===== config.mk =====
export PLATFORM = sky130hd
export DESIGN_NAME = spi_byte_engine
export DESIGN_NICKNAME = d
export VERILOG_FILES = /design/src/rtl/spi_pkg.sv /design/src/rtl/spi_clk_div.sv /design/src/rtl/spi_byte_engine.sv
export SDC_FILE = /design/constraint.sdc
export NUM_CORES = 1
export LEC_CHECK = 0
export CORE_MARGIN = 2
export CORE_UTILIZATION = 55
export DETAILED_ROUTE_END_ITERATION = 10
export GPL_TIMING_DRIVEN = 0
export PLACE_DENSITY = 0.85
export SLEW_MARGIN = 20
export SYNTH_ARGS = -nofsm -noshare
export SYNTH_HDL_FRONTEND = slang
export SYNTH_SLANG_ARGS = --single-unit

===== constraint.sdc =====
create_clock -name clk -period 2.5 [get_ports clk]
set_input_delay 0.375 -clock clk [delete_from_list [all_inputs] [get_ports clk]]
set_output_delay 0.375 -clock clk [all_outputs]
set_load 0.02 [all_outputs]

===== src/rtl/spi_pkg.sv =====
`default_nettype none
// ============================================================================
// Module      : spi_pkg
// Description : Shared encodings for the SPI byte engine: sequence selectors,
//               command bytes, sequence lengths, FSM state codes and the
//               (select, index) -> byte lookup.
// Revision    : 1.0 - initial release
// ============================================================================
package spi_pkg;

    // Sequence selectors carried on data_select
    localparam logic [2:0] DS_DUMMY = 3'd0;
    localparam logic [2:0] DS_MEAS  = 3'd1;
    localparam logic [2:0] DS_READ  = 3'd2;
    localparam logic [2:0] DS_SRST  = 3'd3;

    // Command bytes
    localparam logic [7:0] c_cmd_dummy  = 8'h00;
    localparam logic [7:0] c_cmd_meas_0 = 8'h5A;
    localparam logic [7:0] c_cmd_meas_1 = 8'h00;
    localparam logic [7:0] c_cmd_read   = 8'h11;
    localparam logic [7:0] c_cmd_srst_0 = 8'h5E;
    localparam logic [7:0] c_cmd_srst_1 = 8'h52;

    // Fixed sequence lengths (the dummy length is a top-level parameter)
    localparam logic [3:0] c_len_meas = 4'd2;
    localparam logic [3:0] c_len_read = 4'd1;
    localparam logic [3:0] c_len_srst = 4'd2;

    // Engine state encoding
    localparam logic [2:0] c_st_idle     = 3'd0;
    localparam logic [2:0] c_st_load     = 3'd1;
    localparam logic [2:0] c_st_low      = 3'd2;
    localparam logic [2:0] c_st_high     = 3'd3;
    localparam logic [2:0] c_st_byte_end = 3'd4;

    // Number of bytes in a sequence; unused selectors are empty
    function automatic logic [3:0] seq_len(input logic [2:0] sel, input logic [3:0] dummy_len);
        logic [3:0] len;
        len = 4'd0;
        case (sel)
            DS_DUMMY: len = dummy_len;
            DS_MEAS:  len = c_len_meas;
            DS_READ:  len = c_len_read;
            DS_SRST:  len = c_len_srst;
            default:  len = 4'd0;
        endcase
        return len;
    endfunction

    // Byte transmitted at position idx of sequence sel
    function automatic logic [7:0] seq_byte(input logic [2:0] sel, input logic [3:0] idx);
        logic [7:0] b;
        b = c_cmd_dummy;
        case (sel)
            DS_MEAS: b = (idx == 4'd0) ? c_cmd_meas_0 : c_cmd_meas_1;
            DS_READ: b = c_cmd_read;
            DS_SRST: b = (idx == 4'd0) ? c_cmd_srst_0 : c_cmd_srst_1;
            default: b = c_cmd_dummy;
        endcase
        return b;
    endfunction

endpackage
`default_nettype wire


===== src/rtl/spi_clk_div.sv =====
`default_nettype none
// ============================================================================
// Module      : spi_clk_div
// Description : SCLK half-period timer. While enabled it counts CLK_DIV clk
//               cycles and pulses o_tick on the last cycle of each half
//               period. Disabled or cleared, it rests at zero so every phase
//               starts with a full half period.
// Revision    : 1.0 - initial release
// ============================================================================
module spi_clk_div #(
    parameter int CLK_DIV = 2
) (
    input  logic clk,
    input  logic reset,
    input  logic i_clear,
    input  logic i_enable,
    output logic o_tick
);

    localparam int              c_cw   = (CLK_DIV > 1) ? $clog2(CLK_DIV) : 1;
    localparam logic [c_cw-1:0] c_last = c_cw'(CLK_DIV - 1);

    logic [c_cw-1:0] r_cnt;

    assign o_tick = i_enable && (r_cnt == c_last);

    // Half-period counter, restarts after each tick and whenever idle
    always_ff @(posedge clk or negedge reset) begin
        if (!reset) begin
            r_cnt <= '0;
        end else if (i_clear || !i_enable || o_tick) begin
            r_cnt <= '0;
        end else begin
            r_cnt <= r_cnt + 1'b1;
        end
    end

endmodule
`default_nettype wire


===== src/rtl/spi_byte_engine.sv =====
`default_nettype none
// ============================================================================
// Module      : spi_byte_engine
// Description : Serialises the selected multi-byte command sequence on
//               SCLK/MOSI (mode 0, MSB first), optionally captures MISO per
//               byte, and pulses done at the end of the sequence. Chip
//               select is owned by the upstream sequencer.
// Revision    : 1.0 - initial release
// ============================================================================
module spi_byte_engine
    import spi_pkg::*;
#(
    parameter int CLK_DIV  = 2,
    parameter int RX_BYTES = 9
) (
    input  logic       clk,
    input  logic       reset,
    input  logic       transfer,
    input  logic [2:0] data_select,
    input  logic       receive,
    input  logic       byte_reset,
    input  logic       miso,
    output logic       sclk,
    output logic       mosi,
    output logic       done,
    output logic       busy,
    output logic [7:0] rx_data,
    output logic       rx_valid,
    output logic [3:0] rx_index
);

    localparam logic [3:0] c_dummy_len = 4'(RX_BYTES);

    logic [2:0] r_state;
    logic [2:0] r_sel;
    logic [3:0] r_byte_idx;
    logic [2:0] r_bit_cnt;
    logic [6:0] r_tx_sh;     // bits still to be sent after the one on mosi
    logic [7:0] r_rx_sh;
    logic       r_rx_en;

    logic       w_tick;
    logic       w_div_en;
    logic [2:0] w_sel;
    logic [7:0] w_load_byte;
    logic [3:0] w_idx_next;

    // data_select only matters at frame start; resumed frames keep their latch
    assign w_sel       = (r_byte_idx == 4'd0) ? data_select : r_sel;
    assign w_load_byte = seq_byte(w_sel, r_byte_idx);
    assign w_idx_next  = r_byte_idx + 4'd1;
    assign w_div_en    = (r_state == c_st_low) || (r_state == c_st_high);
    assign busy        = (r_state != c_st_idle);

    spi_clk_div #(
        .CLK_DIV (CLK_DIV)
    ) u_clk_div (
        .clk      (clk),
        .reset    (reset),
        .i_clear  (byte_reset),
        .i_enable (w_div_en),
        .o_tick   (w_tick)
    );

    // Byte sequencing FSM with registered SPI and receive outputs
    always_ff @(posedge clk or negedge reset) begin
        if (!reset) begin
            r_state    <= c_st_idle;
            r_sel      <= DS_DUMMY;
            r_byte_idx <= 4'd0;
            r_bit_cnt  <= 3'd0;
            r_tx_sh    <= 7'd0;
            r_rx_sh    <= 8'd0;
            r_rx_en    <= 1'b0;
            sclk       <= 1'b0;
            mosi       <= 1'b0;
            done       <= 1'b0;
            rx_data    <= 8'd0;
            rx_valid   <= 1'b0;
            rx_index   <= 4'd0;
        end else begin
            done     <= 1'b0;
            rx_valid <= 1'b0;
            if (byte_reset) begin
                // Abort wins over everything, including a done due this cycle
                r_state    <= c_st_idle;
                r_byte_idx <= 4'd0;
                r_bit_cnt  <= 3'd0;
                sclk       <= 1'b0;
                mosi       <= 1'b0;
            end else begin
                case (r_state)
                    c_st_idle: begin
                        if (transfer) begin
                            // Empty sequences complete immediately without clocking
                            if ((r_byte_idx == 4'd0) &&
                                (seq_len(data_select, c_dummy_len) == 4'd0)) begin
                                done <= 1'b1;
                            end else begin
                                r_state <= c_st_load;
                            end
                        end
                    end
                    c_st_load: begin
                        r_sel     <= w_sel;
                        mosi      <= w_load_byte[7];
                        r_tx_sh   <= w_load_byte[6:0];
                        r_rx_en   <= receive;
                        r_bit_cnt <= 3'd0;
                        r_state   <= c_st_low;
                    end
                    c_st_low: begin
                        if (w_tick) begin
                            // Rising edge: sample MISO
                            sclk    <= 1'b1;
                            r_rx_sh <= {r_rx_sh[6:0], miso};
                            r_state <= c_st_high;
                        end
                    end
                    c_st_high: begin
                        if (w_tick) begin
                            // Falling edge: present the next bit, if any
                            sclk <= 1'b0;
                            if (r_bit_cnt == 3'd7) begin
                                r_state <= c_st_byte_end;
                            end else begin
                                r_bit_cnt <= r_bit_cnt + 3'd1;
                                mosi      <= r_tx_sh[6];
                                r_tx_sh   <= {r_tx_sh[5:0], 1'b0};
                                r_state   <= c_st_low;
                            end
                        end
                    end
                    c_st_byte_end: begin
                        if (r_rx_en) begin
                            rx_valid <= 1'b1;
                            rx_data  <= r_rx_sh;
                            rx_index <= r_byte_idx;
                        end
                        if (w_idx_next == seq_len(r_sel, c_dummy_len)) begin
                            done       <= 1'b1;
                            r_byte_idx <= 4'd0;
                            r_state    <= c_st_idle;
                        end else begin
                            // Without transfer, park here and resume on the next request
                            r_byte_idx <= w_idx_next;
                            r_state    <= transfer ? c_st_load : c_st_idle;
                        end
                    end
                    default: begin
                        r_state <= c_st_idle;
                    end
                endcase
            end
        end
    end

endmodule
`default_nettype wire

# Word-level counts from Yosys, hierarchy flattened
# Cells that the tools add are included.
word_totals:
  regBits: 46
  inputBits: 9
  out_inout_bits: 17
  elab_cells: 112
op_classes:
  addsub: 3
  n_eq_ne: 22
  mux: 47
  bitwise_logic: 1
  n_reduce_logical: 25
ops:
  columns: ["operator", "count"]
  rows:
  - ["4-bit two-way mux", 9]
  - ["3-bit two-way mux", 10]
  - ["3-bit by 2-bit == test with 1-bit output (second input constant)", 8]
  - ["4-bit one-hot mux with 3 select lines", 2]
  - ["7-bit two-way mux", 3]
  - ["7-bit one-hot mux with 3 select lines", 1]
  - ["1-bit two-way mux", 16]
  - ["3-bit one-hot mux with 5 select lines", 1]
  - ["7-bit one-hot mux with 2 select lines", 1]
  - ["3-bit by 1-bit == test with 1-bit output (second input constant)", 4]
  - ["3-bit AND reduction", 4]
  - ["3-bit logical NOT", 3]
  - ["3-bit != test (second input constant)", 3]
  - ["3-bit nonzero test", 3]
  - ["4-bit logical NOT", 2]
  - ["4-bit AND reduction", 2]
  - ["3-bit == test (second input constant)", 2]
  - ["3-bit by 2-bit != test with 1-bit output (second input constant)", 2]
  - ["1-bit one-hot mux with 2 select lines", 3]
  - ["3-bit one-hot mux with 2 select lines", 1]
  - ["4-bit by 1-bit adder with 4-bit output (second input constant)", 1]
  - ["4-bit == test", 1]
  - ["2-bit nonzero test", 2]
  - ["2-bit OR reduction", 2]
  - ["other kinds (9)", 12]

# Logic depth before layout (Yosys ltp)
depth:
  ltp_word: 12
  ltp_mapped: 6
  depth_no_buf: 6

# By module
# Synthesis repeated with hierarchy kept, for this count alone.
hier_totals:
  hier_cells: 192
  area_unflattened_um2: 2228.4
modules_own_cells:
  columns: ["module", "instances", "cells_each", "area_each_um2", "seq_area_each_um2"]
  rows:
  - ["spi_byte_engine", 1, 189, 2183.3, 1126.1]
  - ["spi_clk_div", 1, 3, 45.0, 25.0]

# Worst setup path after synthesis
# Ideal clock, no wire load.
synth_timing:
  path_type: "register to register"
  start: "reg r_bit_cnt[0]"
  end: "reg r_tx_sh[4]"
  setup_ps: 125
  arrival_time_ps: 1679
  t_required_ps: 2375
  slack_ps: 696
  path_stages_with_launch: 6
  n_path_buf: 0
  period_less_slack_ps: 1804
  cell_sequence: "dfrtp_1 -> ha_1 -> ha_1 -> nand2b_1 -> a211oi_2 -> mux2_2"
synth_between:
  elab_chain_cells: 3
synth_lines:
  columns: ["item", "line", "text"]
  rows:
  - ["start: declaration", "spi_byte_engine.sv:37", "logic [2:0] r_bit_cnt;"]
  - ["start signal: assignment", "spi_byte_engine.sv:127", "r_bit_cnt <= r_bit_cnt + 3'd1;"]
  - ["3-bit == test", "spi_byte_engine.sv:124", "if (r_bit_cnt == 3'd7) begin"]
  - ["2-bit != test (no source line)", null, null]
  - ["4-bit AND reduction (no source line)", null, null]
  - ["end signal: assignment", "spi_byte_engine.sv:107", "r_tx_sh <= w_load_byte[6:0];"]
  - ["end signal: assignment", "spi_byte_engine.sv:129", "r_tx_sh <= {r_tx_sh[5:0], 1'b0};"]
  - ["end: declaration", "spi_byte_engine.sv:38", "logic [6:0] r_tx_sh;"]
# Every way passes these cells.
# A chain may end at the register's enable or synchronous reset.

# Final worst setup path
layout_timing:
  start: "reg r_state[2]"
  end: "out busy"
layout_between:
  elab_chain_cells: 1
layout_lines:
  columns: ["item", "line", "text"]
  rows:
  - ["start: declaration", "spi_byte_engine.sv:34", "logic [2:0] r_state;"]
  - ["start signal: assignment", "spi_byte_engine.sv:68", "r_state <= c_st_idle;"]
  - ["start signal: assignment", "spi_byte_engine.sv:86", "r_state <= c_st_idle;"]
  - ["start signal: assignment", "spi_byte_engine.sv:100", "r_state <= c_st_load;"]
  - ["3-bit nonzero test", "spi_byte_engine.sv:53", "assign busy = (r_state != c_st_idle);"]
  - ["end: declaration", "spi_byte_engine.sv:26", "output logic busy,"]
# Every way passes these cells.

==> flow_summary.toml <==
[outcome]
status = "completed"

[sta]
min_period_ns = 2.35
max_freq_ghz = 0.425
finalSetupViolCount = 0
slew_violations = 0
tightestPinTransition_ns = 0.601
finalClockSkew_ns = 0.00845
slew_headroom_pct = 59.6
rsz0062_at_grt = "no"
hold_viol_final = 0
period_share_pct = 94.1
timing.final.ws_setup_ns = 0.149

[final_layout]
antenna_cells = 0
final_nets = 232
areaGrowthSynthToFinish_pct = 19.3
drive_gt1_share_pct = 21.4

[logic_synthesis]
syn_area_per_cell_um2 = 11.8
synth_xor_xnor_area_share_pct = 2.22
ys_async_sr_fraction_pct = 100
ys_seq_area_share_pct = 52.3
yosysMostFrequentCell = "dfrtp_1"
synth_edf_count = 0
ys_warn_count = 0
ys_ff_latch = 46
synth_top_area_share_pct = 52.3
synth_cells = 187
ys.flop_type = "dfrtp_1"
synthMuxAreaShare_pct = 13.6
synth_top_family_by_area = "simple AND/OR/NAND/NOR gates"
synthSimpleGateAreaFrac_pct = 17.1
syn_nets = 200
synth_top_area_cell = "dfrtp_1"
synth_cell_types = 49
synth-adder-area-share_pct = 2.27
synth_compound_area_share_pct = 9.38
synth_common_cells = "dfrtp_1 (46), mux2_2 (23), nand2_1 (18), nor2_1 (12), inv_1 (9)"
syn_area_mm2 = 0.00220
synthTopCellsByArea = "dfrtp_1 (52%), mux2_2 (12%), nand2_1 (3.1%)"

[clock_tree]
clkTransAtPathRegs_ns = 0.09
cts_setup_buffers = 0
cts_made_buffers = 5
cts_hold_buf = 0
root_buffer = "clkbuf_8"
cts_tree = "done"
cts_buffer_depth = 2
insertion_delay_ns = 0.29
cts_resized = 0
ctsHtreeMaxLevel = 2
cts.sinks = 46

[hold_path]
hold_class = "primary input to asynchronous set/reset pin"

[power]
power_leakage_nw = 1.20
power_mw = 1.68
vdd_drop_max_mv = 0.418
p_per_area_mw_per_mm2 = 641

[placement]
gp_congestion = 0.771
hpwl_mm = 2.93
place_ws_ns = 0.451
portBuffers = 24

[floorplanning]
core_area_mm2 = 0.00374
fp.dieArea_mm2 = 0.00452
io_pins = 26
start_util_pct = 58.8
dieHeight_um = 67.3
die_w_um = 67.3
num_rows = 22

[setup_path]
critPathLaunch = "r_state[2]$_DFFE_PN0P_"
start_kind = "flip-flop"
crit_type = "flip-flop to primary output"
worstPathArrival_ns = 1.98
required_ns = 2.12
reg2reg_setup_slack_ns = 0.54
setup.worst_path.end_class = "primary output"
r2r-start = "r_bit_cnt[0]$_DFFE_PN0P_"
rr_worst_depth = 5
reg2reg_to = "r_tx_sh[4]$_DFFE_PN0P_"
crit_fanout = 10
critical_path.endpoint = "busy"

[global_route]
grt_max_degree = 29
first_global_vias = 1477
grt_first_pass_wirelength_mm = 6.80
antenna_found_initial = 0
grt_overflow_total = 0
grt.total_usage_pct = 20.2

[detailed_routing]
drt_iter0_drc = 94
routedWlPerCell_um = 14.7
drt-total-wl_mm = 3.94
drt-pass1-iter-count = 4
drcViolationCount = 0
ant_nets = 0
vias_per_cell = 5.68
vias = 1523

[flow_run]
cap_violations = 0
## cells in the final DEF, fill, tap and decap left out, types with 3 or more instances in the layout
master,netlist,routed
dfrtp_1,46,46
mux2_2,23,23
clkdlybuf4s50_1,0,23
nand2_1,18,18
nor2_1,12,12
inv_1,9,9
a21oi_1,7,7
buf_2,4,5
clkbuf_8,0,5
nand3_1,4,4
nand2b_1,4,4
mux2i_1,4,4
o21ai_0,4,4
ha_1,4,4
nand3b_1,3,3
a31oi_1,3,3
## state kept, by name (all words and copies together) (netlist names)
signal,cells
r_state,3
u_clk_div.r_cnt,1
sclk,1
done,1
rx_index,4
r_bit_cnt,3
rx_data,8
rx_valid,1
r_byte_idx,4
r_rx_sh,8
mosi,1
r_sel,3
r_tx_sh,7
r_rx_en,1
## through the flow
stage          utilization [%]  instance area (um2)  setup TNS, ns  hold slack [ns]  cells
2_1_floorplan                -                 2200              0           0.0794    187
3_3_place_gp              66.8                 2500          -7.55            0.456    259
6_report                  70.2                 2630              0           0.0153    268
3_5_place_dp              67.2                 2520              0            0.344    260
4_1_cts                   70.2                 2630              0           0.0223    268
5_1_grt                   70.2                 2630              0           0.0411    268
## power breakdown
| part | leakage (nW) | switching, mW | internal [mW] |
|---|---|---|---|
| clock | 0.0514 | 0.243 | 0.298 |
| combinational | 0.524 | 0.121 | 0.129 |
| sequential | 0.620 | 0.0707 | 0.821 |
## kinds of logic after synthesis
logic type,after synthesis
compound gates,28
fa+ha+maj,4
flops,46
buf+inv,16
xor+xnor,4
mux,27
simple gates,62
## worst max-delay path, stage by stage (launching register included)
cell	delay [ns]
dfrtp_1	0.36
buf_2	0.17
buf_1	0.24
or3_1	0.38
clkdlybuf4s50_1	0.55
## final cells by class
cell class                      count  area, um2
Buffer                              7       35.0
Fill cell                         287       1120
Tap cell                           48       60.1
Clock inverter                      2       37.5
Clock buffer                        6       72.6
Timing Repair Buffer               25        255
Inverter                            9       33.8
Sequential cell                    46       1150
Multi-Input combinational cell    125        981
## metal layers
metal / GRT usage, % / up-vias / routed length (um) / share of wire [%]
li1: - / 736 / - / -
met1: 26.7 / 754 / 1820 / 46
met2: 33.4 / 31 / 1930 / 49
met3: 4.83 / 2 / 168 / 4.3
met4: 5.36 / 0 / 21 / 0.53
met5: 0 / - / 0 / 0
## worst min-delay path by stage
stage	to	slack [ns]	cells past startpoint
finish	r_tx_sh[5]$_DFFE_PN0P_	0.02	1
global route	rx_data[2]$_DFFE_PN0P_	0.04	1
CTS	r_tx_sh[5]$_DFFE_PN0P_	0.02	1
detailed placement	rx_data[2]$_DFFE_PN0P_	0.34	1
global placement	r_tx_sh[5]$_DFFE_PN0P_	0.46	2
floorplan	done$_DFF_PN0_	0.08	0
No activity file was read; power rests on OpenSTA's default activity.
